`config.mk`:
```
export PLATFORM = sky130hd
export DESIGN_NAME = ticket_vend_ctrl_flat
export DESIGN_NICKNAME = d
export VERILOG_FILES = /design/src/rtl/ticket_vend_ctrl_if.sv /design/src/rtl/ticket_vend_ctrl.sv /design/src/flat_wrapper.sv
export SDC_FILE = /design/constraint.sdc
export NUM_CORES = 1
export LEC_CHECK = 0
export ABC_AREA = 1
export ABC_CLOCK_PERIOD_IN_PS = 4200
export CORE_MARGIN = 1
export CORE_UTILIZATION = 54
export DETAILED_ROUTE_END_ITERATION = 12
export MAX_ROUTING_LAYER = met4
export PLACE_DENSITY = 0.95
export SYNTH_ARGS = -nofsm -noshare
export SYNTH_HDL_FRONTEND = slang
export SYNTH_SLANG_ARGS = --single-unit
```
`constraint.sdc`:
```
create_clock -name clk -period 4.2 [get_ports clk]
set_input_delay 0.42 -clock clk [delete_from_list [all_inputs] [get_ports clk]]
set_output_delay 0.42 -clock clk [all_outputs]
set_load 0.02 [all_outputs]
```
`src/rtl/ticket_vend_ctrl_if.sv`:
```
// Bus bundle for ticket_vend_ctrl: selection, coins, buttons, calculator operands/results,
// ticket and change handshakes, and status. The controller connects through the slave modport.
interface ticket_vend_ctrl_if #(
    parameter int W = 8
);
    logic         sel_valid;
    logic [W-1:0] sel_price;
    logic [W-1:0] sel_count;
    logic         coin_valid;
    logic [W-1:0] coin_value;
    logic         confirm;
    logic         cancel;
    logic [W-1:0] calc_coin;
    logic [W-1:0] calc_price;
    logic [W-1:0] calc_count;
    logic [W-1:0] calc_ticket;
    logic [W-1:0] calc_change;
    logic         tkt_valid;
    logic         tkt_ready;
    logic         chg_valid;
    logic [W-1:0] chg_amount;
    logic         chg_ready;
    logic [W-1:0] credit;
    logic         busy;
    logic         coin_reject;
    logic         done;

    modport slave (
        input  sel_valid, sel_price, sel_count,
        input  coin_valid, coin_value, confirm, cancel,
        output calc_coin, calc_price, calc_count,
        input  calc_ticket, calc_change,
        output tkt_valid,
        input  tkt_ready,
        output chg_valid, chg_amount,
        input  chg_ready,
        output credit, busy, coin_reject, done
    );

    modport master (
        output sel_valid, sel_price, sel_count,
        output coin_valid, coin_value, confirm, cancel,
        input  calc_coin, calc_price, calc_count,
        output calc_ticket, calc_change,
        input  tkt_valid,
        output tkt_ready,
        input  chg_valid, chg_amount,
        output chg_ready,
        input  credit, busy, coin_reject, done
    );
endinterface

```
`src/rtl/ticket_vend_ctrl.sv`:
```
// Ticket vending controller: collects coins, runs one external calculation, dispenses tickets, returns change.
// Optional idle-collect timeout enabled by defining TICKET_VEND_TIMEOUT_EN.
module ticket_vend_ctrl #(
    parameter int W       = 8,
    parameter int TIMEOUT = 16
) (
    input logic              clk,
    input logic              rst_n,
    ticket_vend_ctrl_if.slave bus
);
    typedef enum logic [2:0] {
        IDLE,
        COLLECT,
        CALC,
        DISPENSE,
        CHANGE
    } state_t;

    state_t       state_q, state_d;
    logic [W-1:0] price_q, price_d;
    logic [W-1:0] count_q, count_d;
    logic [W-1:0] credit_q, credit_d;
    logic [W-1:0] remaining_q, remaining_d;
    logic [W-1:0] refund_q, refund_d;
    logic [W-1:0] calc_coin_q, calc_coin_d;
    logic [W-1:0] calc_price_q, calc_price_d;
    logic [W-1:0] calc_count_q, calc_count_d;
    logic         coin_reject_q, coin_reject_d;
    logic         done_q, done_d;
    logic [W:0]   coin_sum;
    logic         timed_out;

`ifdef TICKET_VEND_TIMEOUT_EN
    localparam int TW = $clog2(TIMEOUT + 1);
    localparam logic [TW-1:0] IDLE_LAST = TW'(TIMEOUT - 1);

    logic [TW-1:0] idle_q, idle_d;
    logic          quiet;

    assign quiet = !(bus.coin_valid || bus.confirm || bus.cancel);

    // Counts consecutive quiet COLLECT cycles; the TIMEOUT-th one behaves like cancel.
    always_comb begin
        idle_d    = '0;
        timed_out = 1'b0;
        if (state_q == COLLECT && quiet) begin
            if (idle_q == IDLE_LAST) begin
                timed_out = 1'b1;
            end else begin
                idle_d = idle_q + TW'(1);
            end
        end
    end

    always_ff @(posedge clk or negedge rst_n) begin
        if (!rst_n) begin
            idle_q <= '0;
        end else begin
            idle_q <= idle_d;
        end
    end
`else
    localparam int timeout_unused = TIMEOUT;

    assign timed_out = 1'b0;
`endif

    always_comb begin
        state_d       = state_q;
        price_d       = price_q;
        count_d       = count_q;
        credit_d      = credit_q;
        remaining_d   = remaining_q;
        refund_d      = refund_q;
        calc_coin_d   = calc_coin_q;
        calc_price_d  = calc_price_q;
        calc_count_d  = calc_count_q;
        coin_reject_d = 1'b0;
        done_d        = 1'b0;
        coin_sum      = {1'b0, credit_q} + {1'b0, bus.coin_value};

        case (state_q)
            IDLE: begin
                if (bus.sel_valid) begin
                    price_d = bus.sel_price;
                    count_d = bus.sel_count;
                    state_d = COLLECT;
                end
            end
            COLLECT: begin
                if (bus.coin_valid) begin
                    if (coin_sum[W]) begin
                        coin_reject_d = 1'b1;
                    end else begin
                        credit_d = coin_sum[W-1:0];
                    end
                end
                // A zero price can buy nothing, so confirm degenerates into a refund.
                if (bus.cancel || timed_out || (bus.confirm && price_q == '0)) begin
                    refund_d = credit_d;
                    state_d  = CHANGE;
                end else if (bus.confirm) begin
                    calc_coin_d  = credit_d;
                    calc_price_d = price_q;
                    calc_count_d = count_q;
                    state_d      = CALC;
                end
            end
            CALC: begin
                remaining_d = bus.calc_ticket;
                refund_d    = bus.calc_change;
                state_d     = (bus.calc_ticket != '0) ? DISPENSE : CHANGE;
            end
            DISPENSE: begin
                if (bus.tkt_ready) begin
                    remaining_d = remaining_q - W'(1);
                    if (remaining_q == W'(1)) begin
                        state_d = CHANGE;
                    end
                end
            end
            CHANGE: begin
                if (refund_q == '0 || bus.chg_ready) begin
                    credit_d = '0;
                    refund_d = '0;
                    done_d   = 1'b1;
                    state_d  = IDLE;
                end
            end
            default: begin
                state_d = IDLE;
            end
        endcase
    end

    always_ff @(posedge clk or negedge rst_n) begin
        if (!rst_n) begin
            state_q       <= IDLE;
            price_q       <= '0;
            count_q       <= '0;
            credit_q      <= '0;
            remaining_q   <= '0;
            refund_q      <= '0;
            calc_coin_q   <= '0;
            calc_price_q  <= '0;
            calc_count_q  <= '0;
            coin_reject_q <= 1'b0;
            done_q        <= 1'b0;
        end else begin
            state_q       <= state_d;
            price_q       <= price_d;
            count_q       <= count_d;
            credit_q      <= credit_d;
            remaining_q   <= remaining_d;
            refund_q      <= refund_d;
            calc_coin_q   <= calc_coin_d;
            calc_price_q  <= calc_price_d;
            calc_count_q  <= calc_count_d;
            coin_reject_q <= coin_reject_d;
            done_q        <= done_d;
        end
    end

    assign bus.calc_coin   = calc_coin_q;
    assign bus.calc_price  = calc_price_q;
    assign bus.calc_count  = calc_count_q;
    assign bus.tkt_valid   = (state_q == DISPENSE);
    assign bus.chg_valid   = (state_q == CHANGE) && (refund_q != '0);
    assign bus.chg_amount  = bus.chg_valid ? refund_q : '0;
    assign bus.credit      = credit_q;
    assign bus.busy        = (state_q != IDLE);
    assign bus.coin_reject = coin_reject_q;
    assign bus.done        = done_q;
endmodule

```
`src/flat_wrapper.sv`:
```
// flat-port wrapper written by rule: the top's interface ports become plain ports
module ticket_vend_ctrl_flat 
#(
    parameter int W       = 8,
    parameter int TIMEOUT = 16
)
  (clk, rst_n, bus_sel_valid, bus_sel_price, bus_sel_count, bus_coin_valid, bus_coin_value, bus_confirm, bus_cancel, bus_calc_coin, bus_calc_price, bus_calc_count, bus_calc_ticket, bus_calc_change, bus_tkt_valid, bus_tkt_ready, bus_chg_valid, bus_chg_amount, bus_chg_ready, bus_credit, bus_busy, bus_coin_reject, bus_done);
  ticket_vend_ctrl_if #(.W(W)) bus_i ();
  input logic clk;
  input logic rst_n;
  input wire logic [$bits(bus_i.sel_valid)-1:0] bus_sel_valid;
  input wire logic [$bits(bus_i.sel_price)-1:0] bus_sel_price;
  input wire logic [$bits(bus_i.sel_count)-1:0] bus_sel_count;
  input wire logic [$bits(bus_i.coin_valid)-1:0] bus_coin_valid;
  input wire logic [$bits(bus_i.coin_value)-1:0] bus_coin_value;
  input wire logic [$bits(bus_i.confirm)-1:0] bus_confirm;
  input wire logic [$bits(bus_i.cancel)-1:0] bus_cancel;
  output wire logic [$bits(bus_i.calc_coin)-1:0] bus_calc_coin;
  output wire logic [$bits(bus_i.calc_price)-1:0] bus_calc_price;
  output wire logic [$bits(bus_i.calc_count)-1:0] bus_calc_count;
  input wire logic [$bits(bus_i.calc_ticket)-1:0] bus_calc_ticket;
  input wire logic [$bits(bus_i.calc_change)-1:0] bus_calc_change;
  output wire logic [$bits(bus_i.tkt_valid)-1:0] bus_tkt_valid;
  input wire logic [$bits(bus_i.tkt_ready)-1:0] bus_tkt_ready;
  output wire logic [$bits(bus_i.chg_valid)-1:0] bus_chg_valid;
  output wire logic [$bits(bus_i.chg_amount)-1:0] bus_chg_amount;
  input wire logic [$bits(bus_i.chg_ready)-1:0] bus_chg_ready;
  output wire logic [$bits(bus_i.credit)-1:0] bus_credit;
  output wire logic [$bits(bus_i.busy)-1:0] bus_busy;
  output wire logic [$bits(bus_i.coin_reject)-1:0] bus_coin_reject;
  output wire logic [$bits(bus_i.done)-1:0] bus_done;
  assign bus_i.sel_valid = bus_sel_valid;
  assign bus_i.sel_price = bus_sel_price;
  assign bus_i.sel_count = bus_sel_count;
  assign bus_i.coin_valid = bus_coin_valid;
  assign bus_i.coin_value = bus_coin_value;
  assign bus_i.confirm = bus_confirm;
  assign bus_i.cancel = bus_cancel;
  assign bus_calc_coin = bus_i.calc_coin;
  assign bus_calc_price = bus_i.calc_price;
  assign bus_calc_count = bus_i.calc_count;
  assign bus_i.calc_ticket = bus_calc_ticket;
  assign bus_i.calc_change = bus_calc_change;
  assign bus_tkt_valid = bus_i.tkt_valid;
  assign bus_i.tkt_ready = bus_tkt_ready;
  assign bus_chg_valid = bus_i.chg_valid;
  assign bus_chg_amount = bus_i.chg_amount;
  assign bus_i.chg_ready = bus_chg_ready;
  assign bus_credit = bus_i.credit;
  assign bus_busy = bus_i.busy;
  assign bus_coin_reject = bus_i.coin_reject;
  assign bus_done = bus_i.done;
  ticket_vend_ctrl #(.W(W), .TIMEOUT(TIMEOUT)) u_core (.clk(clk), .rst_n(rst_n), .bus(bus_i));
endmodule
```
==> run_results.csv <==
group,metric,value,unit
floorplanning,io_pins,93,
sta,maxSlewViolCount,0,
synth,yosysWarnings,0,
global_route,grt_pass1_vias,3376,
synth,ys_types,40,
synth,synthCells,486,
power,cellPowerDensity,728,nW/um^2
clock_network,h-tree-depth,3,
synth,synth.top_cell.area_share,0.452,
clock_network,clock_latency,0.35,ns
floorplanning,die_h,86.1,um
route,drt-initial-drc-count,196,
floorplanning,die_x,86.1,um
sta,fin_hold_ws,0.163,ns
clock_network,cts.sinks,69,
worst_setup_path,end_kind,"primary output",
synth,synth_seq_cells,69,
global_route,track_usage,0.286,
worst_setup_path,worstReg2RegEnd,"u_core.state_q[2]$_DFFE_PN0P_",
clock_network,cts_resized,0,
clock_network,cts_tree,"built",
clock_network,cts_made_buffers,9,
outcome,status,"finished, final reports clean",
clock_network,ctsHoldBuffers,0,
synth,synthFlopType,"dfrtp_1",
synth,synth.cell_area,3820,um^2
worst_setup_path,rr_startpoint,"u_core.state_q[2]$_DFFE_PN0P_",
sta,hold_viol,0,
finish,fin_area,4990,um^2
power,vdd_ir_drop_max,0.383,mV
global_route,grt_pass1_wl,15800,um
run,drv_cap,0,
global_route,grt_remaining_overflow,0,
sta,period_share,0.662,
floorplanning,fp.dieArea,7410,um^2
place,gp_congestion,0.955,
place,dpl-instance-area,4780,um^2
finish,area_growth,30.7,%
worst_setup_path,cp.arrival,2.36,ns
synth,synth.area.top_cells,"dfrtp_1, nand2_1, inv_1",
synth,yosysMostFrequentCell,"nand2_1",
global_route,antenna_found_initial,0,
route,wirelength,9420,um
worst_setup_path,crit_fanout,8,
floorplanning,initial_utilization,0.559,
synth,synth_common_cells,"nand2_1, dfrtp_1, inv_1, nor2_1, nand3_1",
sta,fmax,360,MHz
sta,setup_viol,0,
place,portBuffers,92,
synth,syn-num-nets,545,
sta,relSlewSlack,0.367,
global_route,grt_start_max_net_pins,38,
sta,clock_skew,0.0114,ns
synth,yosys.area.top_type,"dfrtp_1",
sta,grt_setup_unrepaired,"false",
worst_setup_path,critPathKind,"flop to primary output",
finish,n_antenna_cell,0,
sta,fin_crit,2.78,ns
worst_hold_path,min_path_type,"input pin to asynchronous set/reset pin",
finish,layout.nets,638,
clock_network,clkTransAtPathRegs,0.08,ns
place,hpwl,6930,um
synth,synth_edf_count,0,
route,ant_nets,0,
clock_network,cts_root_buf,"clkbuf_8",
route,first_pass_iters,5,
worst_setup_path,worst_setup_path_start_kind,"flop",
worst_setup_path,ff2ff_setup_slack,1.99,ns
power,p_leak,2.50,nW
route,vias,3509,
synth,async_reset_ff_frac,1.00,
worst_setup_path,r2r.worst_path.cells,8,
synth,ys_seq_area_frac,0.452,
sta,tightest_slew,0.947,ns
sta,setup-tns-final,0,ns
route,routed_via_density,5.16,
route,post-route-drc-count,0,
floorplanning,num_rows,30,
finish,layout-drive-gt1-share,0.108,
floorplanning,core,6830,um^2
worst_setup_path,cp.required,3.78,ns
clock_network,cts_setup_buffers,0,
synth,avgSynthCellArea,7.86,um^2
route,wl_per_cell,13.9,um
clock_network,cts_max_path_buffers,2,
## worst max-delay path by stage
stage,from,endpoint,slack (ns)
6_report,u_core.state_q[2]$_DFFE_PN0P_,bus_chg_amount[2],1.42
5_1_grt,u_core.state_q[1]$_DFFE_PN0P_,bus_chg_amount[6],1.33
4_1_cts,u_core.state_q[2]$_DFFE_PN0P_,bus_chg_amount[2],1.44
3_5_place_dp,bus_coin_value[0],u_core.refund_q[3]$_DFFE_PN0P_,1.68
3_3_place_gp,bus_coin_value[0],u_core.refund_q[3]$_DFFE_PN0P_,1.76
2_1_floorplan,u_core.state_q[1]$_DFFE_PN0P_,bus_chg_amount[0],2.16
## registers in the layout (all words and copies together), names as in the netlist
name,cells
u_core.bus.calc_count,8
u_core.bus.coin_reject,1
u_core.refund_q,8
u_core.bus.done,1
u_core.bus.credit,8
u_core.count_q,8
u_core.bus.calc_coin,8
u_core.remaining_q,8
u_core.bus.calc_price,8
u_core.price_q,8
u_core.state_q,3
## kinds of logic (layout without fill, tap and decap cells)
group	count (synthesis)	in the layout	synth area share
compound gates	66	66	0.108
xor+xnor	4	4	0.00917
fa+ha+maj	11	11	0.0380
buf+inv	85	183	0.0940
flops	69	69	0.452
mux	7	7	0.0206
simple gates	244	244	0.278
## placed cells by master (no fill, tap or decap), types with 2 or more instances in the layout
| master | netlist | layout |
|---|---|---|
| a21boi_1 | 6 | 6 |
| a21oi_1 | 15 | 15 |
| a31oi_1 | 2 | 2 |
| clkbuf_8 | 0 | 10 |
| clkdlybuf4s50_1 | 0 | 91 |
| dfrtp_1 | 69 | 69 |
| ha_1 | 10 | 10 |
| inv_1 | 68 | 68 |
| inv_2 | 4 | 4 |
| inv_6 | 0 | 3 |
| mux2_2 | 7 | 7 |
| nand2_1 | 139 | 139 |
| nand2_2 | 8 | 8 |
| nand3_1 | 21 | 21 |
| nand3_4 | 2 | 2 |
| nand4_1 | 4 | 4 |
| nor2_1 | 56 | 56 |
| nor2_2 | 3 | 3 |
| nor3_1 | 2 | 2 |
| nor3_2 | 2 | 2 |
| o21ai_0 | 20 | 20 |
| o21ai_1 | 2 | 2 |
| o21ai_2 | 12 | 12 |
| o22ai_1 | 5 | 5 |
| xor2_1 | 4 | 4 |
## power breakdown
part,switching (mW),internal (mW),leakage [nW]
registers,0.205,0.971,0.840
logic,1.12,0.765,1.55
clock network,0.277,0.296,0.104
## metal layers
layer,track usage,part of all wire,vias up
met3,0.0414,0.059,29
met5,-,0,-
li1,-,-,1705
met2,0.482,0.50,141
met4,0.117,0.026,0
met1,0.345,0.41,1634
## area by class of cell
class | instances | area, um^2
Fill cell | 504 | 1840
Multi-Input combinational cell | 332 | 1730
Sequential cell | 69 | 1730
Timing Repair Buffer | 93 | 923
Inverter | 74 | 280
Clock buffer | 10 | 138
Tap cell | 96 | 120
Clock inverter | 6 | 68.8
## critical path, cell delays in order, from the launching register on
cell,delay (ns)
dfrtp_1,0.46
inv_1,0.09
nor3_2,0.25
inv_1,0.09
nor2_1,0.19
inv_1,0.16
nor2_1,0.13
clkdlybuf4s50_1,0.63
## per-stage QoR
step / util / setup slack (ns) / power (mW) / instances
after floorplan: - / 2.16 / 2.41 / 486
after global placement: 0.700 / 1.76 / 2.98 / 664
after detailed placement: 0.700 / 1.68 / 3.05 / 664
after CTS: 0.731 / 1.44 / 3.63 / 680
after global routing: 0.731 / 1.33 / 3.90 / 680
final: 0.731 / 1.42 / 3.64 / 680
Note: power is estimated with default switching activity, not from simulation.
